==> src/rtl/dmem_arb_pkg.sv <==
// rtl/dmem_arb_pkg.sv - shared constants for the two-master data-memory arbiter
package dmem_arb_pkg;

  localparam int unsigned RAM_SIZE_DEFAULT = 256;

  localparam logic M0 = 1'b0;
  localparam logic M1 = 1'b1;

  localparam logic [0:0] ST_IDLE   = 1'b0;
  localparam logic [0:0] ST_ACCESS = 1'b1;

  // A command may touch memory only when word aligned and inside the RAM.
  function automatic logic cmd_valid(input logic [31:0] addr, input logic [31:0] ram_size);
    return (addr[1:0] == 2'b00) && (addr < ram_size);
  endfunction

endpackage

==> src/rtl/rr_arb2.sv <==
// rtl/rr_arb2.sv - combinational two-way round-robin pick
module rr_arb2
  import dmem_arb_pkg::*;
(
  input  logic [1:0] req,
  input  logic       last,
  output logic       sel
);

  // On a tie the master that was not served last wins.
  always_comb begin
    sel = M0;
    if (req == 2'b10) begin
      sel = M1;
    end else if (req == 2'b11) begin
      sel = (last == M0) ? M1 : M0;
    end
  end

endmodule

==> src/rtl/dmem_arbiter.sv <==
// rtl/dmem_arbiter.sv - two-master data-memory arbiter, one transaction per two cycles
module dmem_arbiter
  import dmem_arb_pkg::*;
#(
  parameter int unsigned RAM_SIZE = RAM_SIZE_DEFAULT
) (
  input  logic        clk,
  input  logic        reset,
  input  logic        m0_req,
  input  logic        m0_wr,
  input  logic [31:0] m0_addr,
  input  logic [31:0] m0_wdata,
  input  logic        m1_req,
  input  logic        m1_wr,
  input  logic [31:0] m1_addr,
  input  logic [31:0] m1_wdata,
  output logic        m0_gnt,
  output logic        m0_done,
  output logic        m0_err,
  output logic [31:0] m0_rdata,
  output logic        m1_gnt,
  output logic        m1_done,
  output logic        m1_err,
  output logic [31:0] m1_rdata,
  output logic        mem_rd,
  output logic        mem_wr,
  output logic [31:0] mem_addr,
  output logic [31:0] mem_wdata,
  input  logic [31:0] mem_rdata
);

  logic [0:0]  state;
  logic        last;
  logic        cur;
  logic        cur_wr;
  logic [31:0] cur_addr;
  logic [31:0] cur_wdata;
  logic        pick;
  logic        cur_valid;

  rr_arb2 u_rr_arb2 (
    .req  ({m1_req, m0_req}),
    .last (last),
    .sel  (pick)
  );

  assign cur_valid = cmd_valid(cur_addr, 32'(RAM_SIZE));

  // Strobes are combinational from state so an async reset in ACCESS drops them before the commit edge.
  assign mem_addr  = cur_addr;
  assign mem_wdata = cur_wdata;
  assign mem_rd    = (state == ST_ACCESS) && cur_valid && !cur_wr;
  assign mem_wr    = (state == ST_ACCESS) && cur_valid &&  cur_wr;

  always_ff @(posedge clk or negedge reset) begin
    if (!reset) begin
      state     <= ST_IDLE;
      last      <= M1;
      cur       <= M0;
      cur_wr    <= 1'b0;
      cur_addr  <= '0;
      cur_wdata <= '0;
      m0_gnt    <= 1'b0;
      m1_gnt    <= 1'b0;
      m0_done   <= 1'b0;
      m1_done   <= 1'b0;
      m0_err    <= 1'b0;
      m1_err    <= 1'b0;
      m0_rdata  <= '0;
      m1_rdata  <= '0;
    end else begin
      m0_gnt  <= 1'b0;
      m1_gnt  <= 1'b0;
      m0_done <= 1'b0;
      m1_done <= 1'b0;
      m0_err  <= 1'b0;
      m1_err  <= 1'b0;
      case (state)
        ST_IDLE: begin
          if (m0_req || m1_req) begin
            cur       <= pick;
            last      <= pick;
            cur_wr    <= (pick == M1) ? m1_wr    : m0_wr;
            cur_addr  <= (pick == M1) ? m1_addr  : m0_addr;
            cur_wdata <= (pick == M1) ? m1_wdata : m0_wdata;
            m0_gnt    <= (pick == M0);
            m1_gnt    <= (pick == M1);
            state     <= ST_ACCESS;
          end
        end
        default: begin
          if (mem_rd) begin
            if (cur == M0) begin
              m0_rdata <= mem_rdata;
            end else begin
              m1_rdata <= mem_rdata;
            end
          end
          m0_done <= (cur == M0);
          m1_done <= (cur == M1);
          m0_err  <= (cur == M0) && !cur_valid;
          m1_err  <= (cur == M1) && !cur_valid;
          state   <= ST_IDLE;
        end
      endcase
    end
  end

endmodule

==> config.mk <==
export PLATFORM = sky130hd
export DESIGN_NAME = dmem_arbiter
export DESIGN_NICKNAME = d
export VERILOG_FILES = /design/src/rtl/dmem_arb_pkg.sv /design/src/rtl/rr_arb2.sv /design/src/rtl/dmem_arbiter.sv
export SDC_FILE = /design/constraint.sdc
export NUM_CORES = 1
export LEC_CHECK = 0
export ABC_CLOCK_PERIOD_IN_PS = 5300
export BUFFER_PORTS_ARGS = -buffer_cell sky130_fd_sc_hd__buf_2
export CAP_MARGIN = 20
export CORE_AREA = 2 2 119 121
export CTS_CLUSTER_DIAMETER = 120
export DETAILED_ROUTE_END_ITERATION = 10
export DIE_AREA = 0 0 121 123
export PLACE_DENSITY_LB_ADDON = 0.05
export SLEW_MARGIN = 5
export SYNTH_ARGS = -nofsm -noshare
export SYNTH_HDL_FRONTEND = slang
export SYNTH_HIERARCHICAL = 1
export SYNTH_SLANG_ARGS = --single-unit
==> constraint.sdc <==
create_clock -name clk -period 5.3 [get_ports clk]
set_clock_uncertainty 0.2 [all_clocks]
set_input_delay 0.53 -clock clk [delete_from_list [all_inputs] [get_ports clk]]
set_output_delay 0.53 -clock clk [all_outputs]
set_load 0.05 [all_outputs]
==> Yosys cells after proc, flatten, opt, wreduce, memory -nomap -nowiden <==
Cells that the tools add are included.
{ "totals": {"register_bits": 138, "input_bits": 166, "out_inout_bits": 136} }
{ "classes": {"order_cmp": 1, "n_eq_ne": 2, "muxes": 16, "n_bitwise": 3, "reduce_logical": 13} }
{ "op_table": {"columns": ["operator", "n"], "rows": [
  ["32-bit 2-to-1 mux", 2],
  ["32-bit by 9-bit < comparator with 1-bit output (second input constant)", 1],
  ["1-bit 2-to-1 mux", 14],
  ["1-bit logical AND", 6],
  ["3-bit AND reduction", 2],
  ["2-bit == test (second input constant)", 2],
  ["1-bit NOT", 3],
  ["1-bit zero test", 2],
  ["2-bit zero test", 1],
  ["2-bit AND reduction", 1],
  ["1-bit logical OR", 1]
]} }

==> Logic depth before layout (Yosys ltp) <==
Gate-level depths: netlist (run 1).
{ "logic_depth": {"depth_word": 6, "mapped_depth": 7, "mapped_depth_nobuf": 5} }

==> By module <==
Netlist (run 1), hierarchy kept.
{ "by_module_without_submodules": {"columns": ["mod", "n_inst", "cells_per_inst", "area_per_inst_um2", "seq_area_each_um2"], "rows": [
  ["dmem_arbiter", 1, 455, 5760.5, 3454.6],
  ["rr_arb2", 1, 1, 11.3, 0.0]
]} }

==> Worst setup path after synthesis (run 1) <==
OpenSTA, ideal clock, no wires.
{ "synth_path": {"path_type": "register -> output", "startpoint": "register cur_addr[1], in the netlist mem_addr[1]", "endpoint": "output port mem_rd", "arrival_time_ps": 2281, "required_ps": 4570, "slack_ps": 2289, "path_stages_with_launch": 4, "n_path_buf": 0, "cell_sequence": "dfrtp_1 > nor4_2 > nand4_2 > nor3_1"} }
{ "synth_via": {"elab_chain_len": 4, "word_cells_on_any_way": 5, "classes_between": "order compare: 1; reduce/logical: 4"} }
{ "synth_lines": {"columns": ["element", "line", "text"], "rows": [
  ["start: declaration", "dmem_arbiter.sv:36", "logic [31:0] cur_addr;"],
  ["start signal: assignment", "dmem_arbiter.sv:84", "cur_addr <= (pick == M1) ? m1_addr : m0_addr;"],
  ["32-bit by 9-bit < comparator with 1-bit output / 2-bit zero test (equally long branches)", "dmem_arb_pkg.sv:14", "return (addr[1:0] == 2'b00) && (addr < ram_size);"],
  ["1-bit logical AND (*)", "dmem_arb_pkg.sv:14", null],
  ["1-bit logical AND (*) (2 in series)", "dmem_arbiter.sv:52", "assign mem_rd = (state == ST_ACCESS) && cur_valid && !cur_wr;"],
  ["end: declaration", "dmem_arbiter.sv:25", "output logic mem_rd,"]
]} }
Every way passes the cells marked *; elsewhere a longest branch is shown, timed or not.

==> Final worst setup path (run 1) <==
{ "layout_path": {"startpoint": "register cur_addr[14], in the netlist mem_addr[14]", "endpoint": "output port mem_wr"} }
{ "layout_via": {"elab_chain_len": 4} }
{ "layout_lines": {"columns": ["element", "line", "text"], "rows": [
  ["32-bit by 9-bit < comparator with 1-bit output", "dmem_arb_pkg.sv:14", null],
  ["1-bit logical AND", "dmem_arb_pkg.sv:14", null],
  ["1-bit logical AND (2 in series)", "dmem_arbiter.sv:53", "assign mem_wr = (state == ST_ACCESS) && cur_valid && cur_wr;"],
  ["end: declaration", "dmem_arbiter.sv:26", "output logic mem_wr,"]
]} }
No other way between the ends.

==> results.yml, run 1 <==
outcome:
  status: "finished with violations"
  failed_checks: "negative hold slack"
routing:
  wirelength_um: 14500
  drc: 0
  vias_per_cell: 4.75
  ant_nets: 0
  firstDrtPassIters: 4
  wl_per_cell_um: 15.4
  drt_iter0_drc: 225
  vias: 4484
critical_path:
  crit_family: "simple AND/OR/NAND/NOR gates"
  crit_start: "mem_addr[14]"
  endpoint: "mem_wr"
  rrSetupSlack_ns: 2.74
  crit_path_end_kind: "primary output"
  crit_slowest_cell: "dfrtp_1"
  worst-path-stages: 5
  r2r-end: "m1_rdata[25]"
  start_kind: "flop"
  worst_r2r_startpoint: "mem_addr[14]"
  cpPeakStageDelay_ns: 0.39
  worstPathCellList: "nor4_1, nand3_1, nor2_1, and3_1, buf_2"
  arrival_ns: 2.24
  worstPathRequired_ns: 4.57
  crit_type: "flop to primary output"
  r2r_cells: 5
  crit_buf_inv: 1
  cp_max_fo: 4
logic_synthesis:
  synth_top_area_share_pct: 59.4
  netlist_instances: 456
  yosys-top-cells-area: "dfrtp_1 59%, mux2_1 12%, mux2i_1 11%"
  syn_area_um2: 5770
  yosysUniqueCellTypes: 24
  syn_nets: 622
  yosys_warnings: 6
  ys_ff_latch: 138
  ys_seq_area_share_pct: 59.9
  synth_area_per_cell_um2: 12.7
  post-synth-top-area-cell: "dfrtp_1"
floorplan:
  die-area_um2: 14900
  die_x_um: 121
  core-area_um2: 13600
  num_rows: 43
  io_pins: 302
  start_util_pct: 42.4
  dieHeight_um: 123
grt:
  first_global_vias: 4442
  grt_max_degree: 134
  gr-usage-all-layers_pct: 19.8
  grt_pass1_wl_um: 22300
  antenna_found_initial: 0
  overflow: 0
pwr:
  p_leak_nw: 4.58
  powerDensity_nw_per_um2: 421
  ir_drop_v: 0.000192
place:
  port_buffers: 301
  dpl_cell_area_um2: 7400
  place_congestion: 0.737
  placed_cells: 912
  place_ws_ns: 2.73
  dpl.hpwl_um: 10900
sta:
  fin_tns_setup_ns: 0
  slew_headroom_pct: 43.7
  hold_violations: 11
  drv_slew: 0
  worst_pin_slew_ns: 0.842
  fmax_mhz: 336
  finalSetupViolCount: 0
  rsz0062_at_grt: "no"
  timing.hold.ws_ns: -0.0210
  post-route-period-util_pct: 56.1
  layout_setup_ws_ns: 2.33
  period_needed_ns: 2.97
layout:
  final_cells: 944
  design_area_um2: 8130
  post-route-util_pct: 59.7
  nets: 918
  num-fill-cells: 1157
  antenna_cells: 0
  drive_gt1_share_pct: 45.8
  areaGrowthSynthToFinish_pct: 40.8
clock_tree:
  cts_made_buffers: 17
  worstSkewPairLatency_ns: 0.41
  root_buffer: "clkbuf_16"
  postCtsSetupRepairBufs: 0
  cts.repair.resized: 0
  clock_path_buffers: 2
  cts.sinks: 138
  postCtsHoldBufs: 0
  htreeDepth: 4
  cts_tree: "done"
  path_clk_slew_ns: 0.06
run:
  cap_violations: 0
worst_hold_path:
  hp-class: "primary input to async pin"
-- worst min path at each step --
stage              endpoint  slack (ns)  depth (start not counted)
6_report       m1_rdata[23]       -0.02                          1
5_1_grt        m1_rdata[23]        0.05                          1
4_1_cts        m1_rdata[23]        0.03                          1
3_5_place_dp   mem_wdata[2]        0.27                          2
3_3_place_gp   mem_wdata[2]        0.26                          2
2_1_floorplan           cur        0.03                          0
-- worst register-to-register path, stage by stage (launching register included) --
cell and delay (ns):
dfrtp_1 0.39, nor4_1 0.37, nand3_1 0.35, nor4_4 0.29, buf_4 0.46, mux2_2 0.39
-- final cells by class --
type	count	area [µm²]	area share [%]
Clock buffer	19	453	5.57
Inverter	3	11.3	0.139
Multi-Input combinational cell	286	2160	26.6
Timing Repair Buffer	306	1580	19.5
Clock inverter	12	244	3.00
Sequential cell	138	3450	42.5
Tap cell	180	225	2.77
-- cell usage after synthesis --
cell      number
a21boi_2       1
and2_1         1
and3_1         1
buf_2          3
buf_6          6
clkbuf_1      20
dfrtp_1      137
dfstp_2        1
inv_1          3
mux2_1        60
mux2_2         4
mux2i_1       65
nand2_1       68
nand2b_1       1
nand3_1        1
nand4_2        1
nor2_1         4
nor2b_1        3
nor3_1         1
nor4_1         3
nor4_2         3
nor4_4         2
o21ai_0       66
or2_2          1
-- logic make-up after synthesis --
group                  after synthesis  share of synthesized area, %
buffers and inverters               32                          2.93
DFF                                138                          59.9
AOI/OAI and AO/OA                   67                          5.92
and+or+nand+nor                     90                          7.54
muxes                              129                          23.8
-- cell usage in the layout (no fill, tap or decap) --
cell,instances
a21boi_4,1
and2_1,1
and3_1,1
buf_12,1
buf_16,1
buf_2,300
buf_4,3
buf_6,1
bufinv_16,7
clkbuf_16,17
clkbuf_8,2
clkinv_2,2
clkinv_4,1
clkinvlp_4,2
dfrtp_1,137
dfstp_2,1
inv_1,3
mux2_1,60
mux2_2,4
mux2i_1,65
nand2_1,68
nand2b_1,1
nand3_1,1
nand4_2,1
nor2_1,4
nor2b_1,3
nor3_1,1
nor4_1,3
nor4_2,3
nor4_4,2
o21ai_0,66
or2_4,1
-- report_power, final --
part / switching [mW] / total, mW / internal, mW
registers: 0.0751 / 1.24 / 1.17
clock network: 0.424 / 1.37 / 0.951
logic: 0.602 / 0.807 / 0.206
total: 1.10 / 3.42 / 2.32
-- metal layers --
metal / vias up / global-route usage (%) / wire, µm
met3: 19 / 5.95 / 1060
met5: - / 0 / 0
met1: 2107 / 22.5 / 5650
met2: 183 / 34.9 / 7560
met4: 0 / 7.70 / 265
li1: 2175 / - / -
-- state kept, by name (all words and copies together), names as in the netlist, 32 cells and up --
name,cells
mem_addr,32
mem_wdata,32
m0_rdata,32
m1_rdata,32
-- stage by stage --
step | hold slack (ns) | power [mW]
floorplan | 0.0344 | 1.81
global placement | 0.259 | 2.06
detailed placement | 0.267 | 2.07
CTS | 0.0266 | 3.46
global route | 0.0549 | 3.58
finish | -0.0210 | 3.42
Power figures use the tool's default switching activity.
==> run 2: changes to the inputs <==
ABC_CLOCK_PERIOD_IN_PS = 2700   (was 5300)
CORE_AREA = default   (was 2 2 119 121)
CORE_MARGIN = 2   (was default)
CORE_UTILIZATION = 41   (was default)
DIE_AREA = default   (was 0 0 121 123)
clock period = 2.7 ns   (was 5.3 ns; I/O delays follow)
==> results.yml, run 2 (synthesis gave the netlist of run 1 again) <==
critical_path:
  worstPathRequired_ns: 2.23
  start_kind: "flop"
  rrSetupSlack_ns: 0.28
  r2r-end: "m1_rdata[11]"
  r2r_cells: 6
  cp_max_fo: 4
  arrival_ns: 2.06
  crit_path_end_kind: "primary output"
  worst_r2r_startpoint: "mem_addr[1]"
  crit_type: "flop to primary output"
floorplan:
  die_x_um: 123
  die-area_um2: 15000
  io_pins: 302
  num_rows: 43
  core-area_um2: 13800
  start_util_pct: 41.7
  dieHeight_um: 123
pwr:
  p_int_mw: 4.57
  combinationalPowerShare_pct: 27.1
  ir_drop_v: 0.000495
  netSwitchingPower_mw: 2.24
  seqPwrFrac_pct: 35.8
  clkPwrFrac_pct: 37.1
  p_leak_nw: 5.21
  power_switching_share_pct: 32.9
  powerDensity_nw_per_um2: 704
routing:
  ant_nets: 0
  vias: 5174
  vias_per_cell: 4.70
  drt_iter0_drc: 177
  drc: 0
  firstDrtPassIters: 4
  wirelength_um: 16800
  wl_per_cell_um: 15.3
outcome:
  status: "complete, no violations"
sta:
  finalSetupViolCount: 0
  period_needed_ns: 2.53
  hold_violations: 0
  post-route-period-util_pct: 93.6
  rsz0062_at_grt: "no"
  worst_pin_slew_ns: 0.596
  drv_slew: 0
  fmax_mhz: 396
  fin_tns_setup_ns: 0
  slew_headroom_pct: 60.3
place:
  placed_cells: 916
  dpl_cell_area_um2: 7480
  place_congestion: 0.724
  port_buffers: 301
  dpl.hpwl_um: 11100
clock_tree:
  cts_tree: "done"
  root_buffer: "clkbuf_16"
  worstSkewPairLatency_ns: 0.41
  path_clk_slew_ns: 0.06
  cts.sinks: 138
  cts_made_buffers: 17
  clock_path_buffers: 2
  htreeDepth: 4
grt:
  antenna_found_initial: 0
  overflow: 0
  gr-usage-all-layers_pct: 22.0
  first_global_vias: 5400
  grt_pass1_wl_um: 25500
  grt_max_degree: 58
worst_hold_path:
  hp-start: "m0_wdata[11]"
  min_path_cells: 3
  hp-class: "primary input to flop"
  whs_endpoint: "mem_wdata[11]"
layout:
  num-fill-cells: 1014
  nets: 1075
  antenna_cells: 0
  final_common_cell: "buf_2"
  multiInputGateArea_um2: 2190
  post-route-util_pct: 70.0
  final_cell_mix: "300 x buf_2, 152 x dlygate4sd3_1, 137 x dfrtp_1"
  seq_area_um2: 3450
  design_area_um2: 9680
  final_cells: 1100
  drive_gt1_share_pct: 38.9
  areaGrowthSynthToFinish_pct: 67.8
run:
  cap_violations: 0
[run 2: final cells by class]
cell class	count	share of cell area, %
Timing Repair Buffer	463	32.6
Tap cell	180	2.33
Multi-Input combinational cell	286	22.6
Clock inverter	11	2.02
Inverter	3	0.116
Clock buffer	19	4.68
Sequential cell	138	35.7
[run 2: repair_timing]
| item | in CTS | in global routing |
|---|---|---|
| hold buffers | 151 | 1 |
| endpoints found under the setup margin | 1 | 1 |
| buffers inserted | 0 | 2 |
| pin swaps | 0 | 1 |
| resized for setup | 1 | 3 |
| hold endpoints to repair | 172 | 1 |
[run 2: stage by stage]
step | power (mW) | hold slack [ns] | worst slack [ns]
after global routing | 7.09 | 0.0170 | 0.0371
final | 6.82 | 0.00427 | 0.172
after detailed placement | 4.08 | 0.0425 | 0.301
after floorplan | 3.55 | -0.226 | 0.278
after global placement | 4.05 | 0.0356 | 0.334
after CTS | 6.85 | 0.00102 | 0.0165
[run 2: power by group through the flow]
stage	logic (mW)	registers [mW]	clock network, mW
global placement	1.60	2.46	0
CTS	1.83	2.43	2.58
finish	1.85	2.44	2.53
floorplan	0.345	3.20	0
global route	1.95	2.47	2.66
detailed placement	1.61	2.46	0
[run 2: critical path, stage by stage (launching register included)]
cell     delay (ns)
dfrtp_1        0.40
nor4_2         0.37
nand3_2        0.25
nor2_2         0.19
and3_1         0.16
buf_2          0.28
[run 2: how the worst max path moves through the flow]
stage	slack (ns)	start	depth (start not counted)	end
finish	0.17	mem_addr[14]	5	mem_wr
CTS	0.02	mem_addr[1]	5	mem_wr
global route	0.04	mem_addr[19]	5	mem_wr
floorplan	0.28	mem_addr[1]	5	m0_rdata[10]
detailed placement	0.30	mem_addr[14]	5	m1_rdata[7]
global placement	0.33	mem_addr[14]	5	m0_rdata[0]
[run 2: layer usage]
| metal | wire [µm] | up-vias | global-route usage [%] |
|---|---|---|---|
| met1 | 6570 | 2444 | 23.9 |
| met4 | 256 | 0 | 7.54 |
| met5 | 0 | - | 0 |
| met3 | 1110 | 22 | 6.04 |
| met2 | 8840 | 206 | 41.0 |
| li1 | - | 2502 | - |
==> run 3: changes to the inputs <==
CORE_UTILIZATION = 34   (was 41)
CTS_BUF_LIST = sky130_fd_sc_hd__clkbuf_2   (was default)
==> results.yml, run 3 (synthesis gave the netlist of run 1 again) <==
sta:
  slew_headroom_pct: 56.0
  worst_pin_slew_ns: 0.659
  finalSetupViolCount: 0
  fmax_mhz: 381
  drv_slew: 0
  layout_setup_ws_ns: 0.0732
  post-route-period-util_pct: 97.3
  period_needed_ns: 2.63
  rsz0062_at_grt: "yes"
  hold_violations: 0
critical_path:
  worstPathCellList: "nor4_4, nand3_2, nor2_4, and3_4, buf_8"
  cp_max_fo: 3
  cpPeakStageDelay_ns: 0.47
  start_kind: "flop"
  crit_path_end_kind: "primary output"
  crit_buf_inv: 1
  crit_type: "flop to primary output"
  crit_family: "simple AND/OR/NAND/NOR gates"
  rrSetupSlack_ns: 0.12
  arrival_ns: 2.16
  crit_slowest_cell: "dfrtp_1"
  worstPathRequired_ns: 2.23
clock_tree:
  cts.sinks: 138
  htreeDepth: 4
  clock_path_buffers: 2
  root_buffer: "clkbuf_2"
  cts_tree: "done"
  path_clk_slew_ns: 0.22
  cts_made_buffers: 17
  worstSkewPairLatency_ns: 0.69
layout:
  drive_gt1_share_pct: 39.0
  post-route-util_pct: 58.7
  final_cell_mix: "298 x buf_2, 172 x dlygate4sd3_1, 137 x dfrtp_1"
  num-fill-cells: 1486
  areaGrowthSynthToFinish_pct: 68.5
  final_common_cell: "buf_2"
  nets: 1104
grt:
  grt_use_met2_pct: 33.1
  antenna_found_initial: 1
  grt_util_met3_pct: 5.59
  grt_use_met1_pct: 21.6
  gr-usage-all-layers_pct: 18.9
  first_global_vias: 5528
  overflow: 0
  busiest_layer: "met2"
  grt_max_degree: 71
  grt_pass1_wl_um: 26900
routing:
  wl_per_cell_um: 14.2
  vias: 5176
  ant_nets: 0
  firstDrtPassIters: 4
  drt_iter0_drc: 177
  drc: 0
  vias_per_cell: 4.42
  wirelength_um: 16600
place:
  port_buffers: 301
  dpl.hpwl_um: 11300
  place_ws_ns: 0.311
  place_congestion: 0.774
floorplan:
  start_util_pct: 34.8
  die-area_um2: 18000
  die_x_um: 134
  num_rows: 47
  io_pins: 302
  core-area_um2: 16600
  dieHeight_um: 134
pwr:
  p_leak_nw: 5.20
  powerDensity_nw_per_um2: 593
  ir_drop_v: 0.000349
outcome:
  status: "complete, no violations"
run:
  cap_violations: 0
worst_hold_path:
  hp-class: "primary input to flop"
==> run 3: where the power goes <==
group	leakage [nW]	switching, mW	internal, mW
Combinational	3.24	1.25	0.673
Clock	0.155	0.785	0.616
Sequential	1.80	0.164	2.29
Total	5.20	2.20	3.58
==> run 3: metal layers <==
metal	share of wire [%]	routed length (µm)	vias up
met1	40	6700	2404
li1	-	-	2559
met5	0	0	-
met4	2.4	398	0
met2	50	8380	186
met3	6.8	1140	27
==> run 3: area by class of cell <==
type,count,area (µm²),area share [%]
tap,220,275,2.83
sequential,138,3450,35.5
clock inverter,14,194,1.99
timing repair buffer,492,3460,35.5
multi-input combinational,286,2240,23.1
clock buffer,18,90.1,0.926
antenna,1,2.50,0.0257
inverter,3,11.3,0.116
==> run 3: timing repair <==
action                                  4_1_cts  5_1_grt
endpoints found under the setup margin        2        2
setup buffers                                 8        2
gates resized for setup                       9        8
hold buffers                                172        0
pin swaps                                     4        3
hold endpoints to repair                    269        0
==> run 3: final timing paths <==
kind | depth (start not counted) | to | startpoint
setup / recovery | 5 | mem_wr | mem_addr[19]
hold / removal | 3 | m1_rdata[7] | mem_rdata[7]
setup reg to reg | 6 | cur_wr | last
hold reg to reg | 2 | mem_wdata[10] | mem_wdata[10]
max in group asynchronous | 4 | last | reset
min in group asynchronous | 3 | m1_rdata[18] | reset
==> run 3: tightest hold or removal path: cells and delay by family <==
family	cells	cell delay, ns
muxes	1	0.11
buffers and inverters	2	0.62
==> run 3: per-stage QoR <==
stage	area [µm²]	setup TNS [ns]	power [mW]	hold WS, ns	cells
6_report	9730	0	5.77	0.117	1172
4_1_cts	9660	-0.0303	5.81	0.0309	1169
3_5_place_dp	7550	0	4.09	0.122	957
3_3_place_gp	7550	0	4.07	0.115	957
2_1_floorplan	5780	0	3.55	-0.226	456
5_1_grt	9730	-0.124	6.10	0.0155	1172
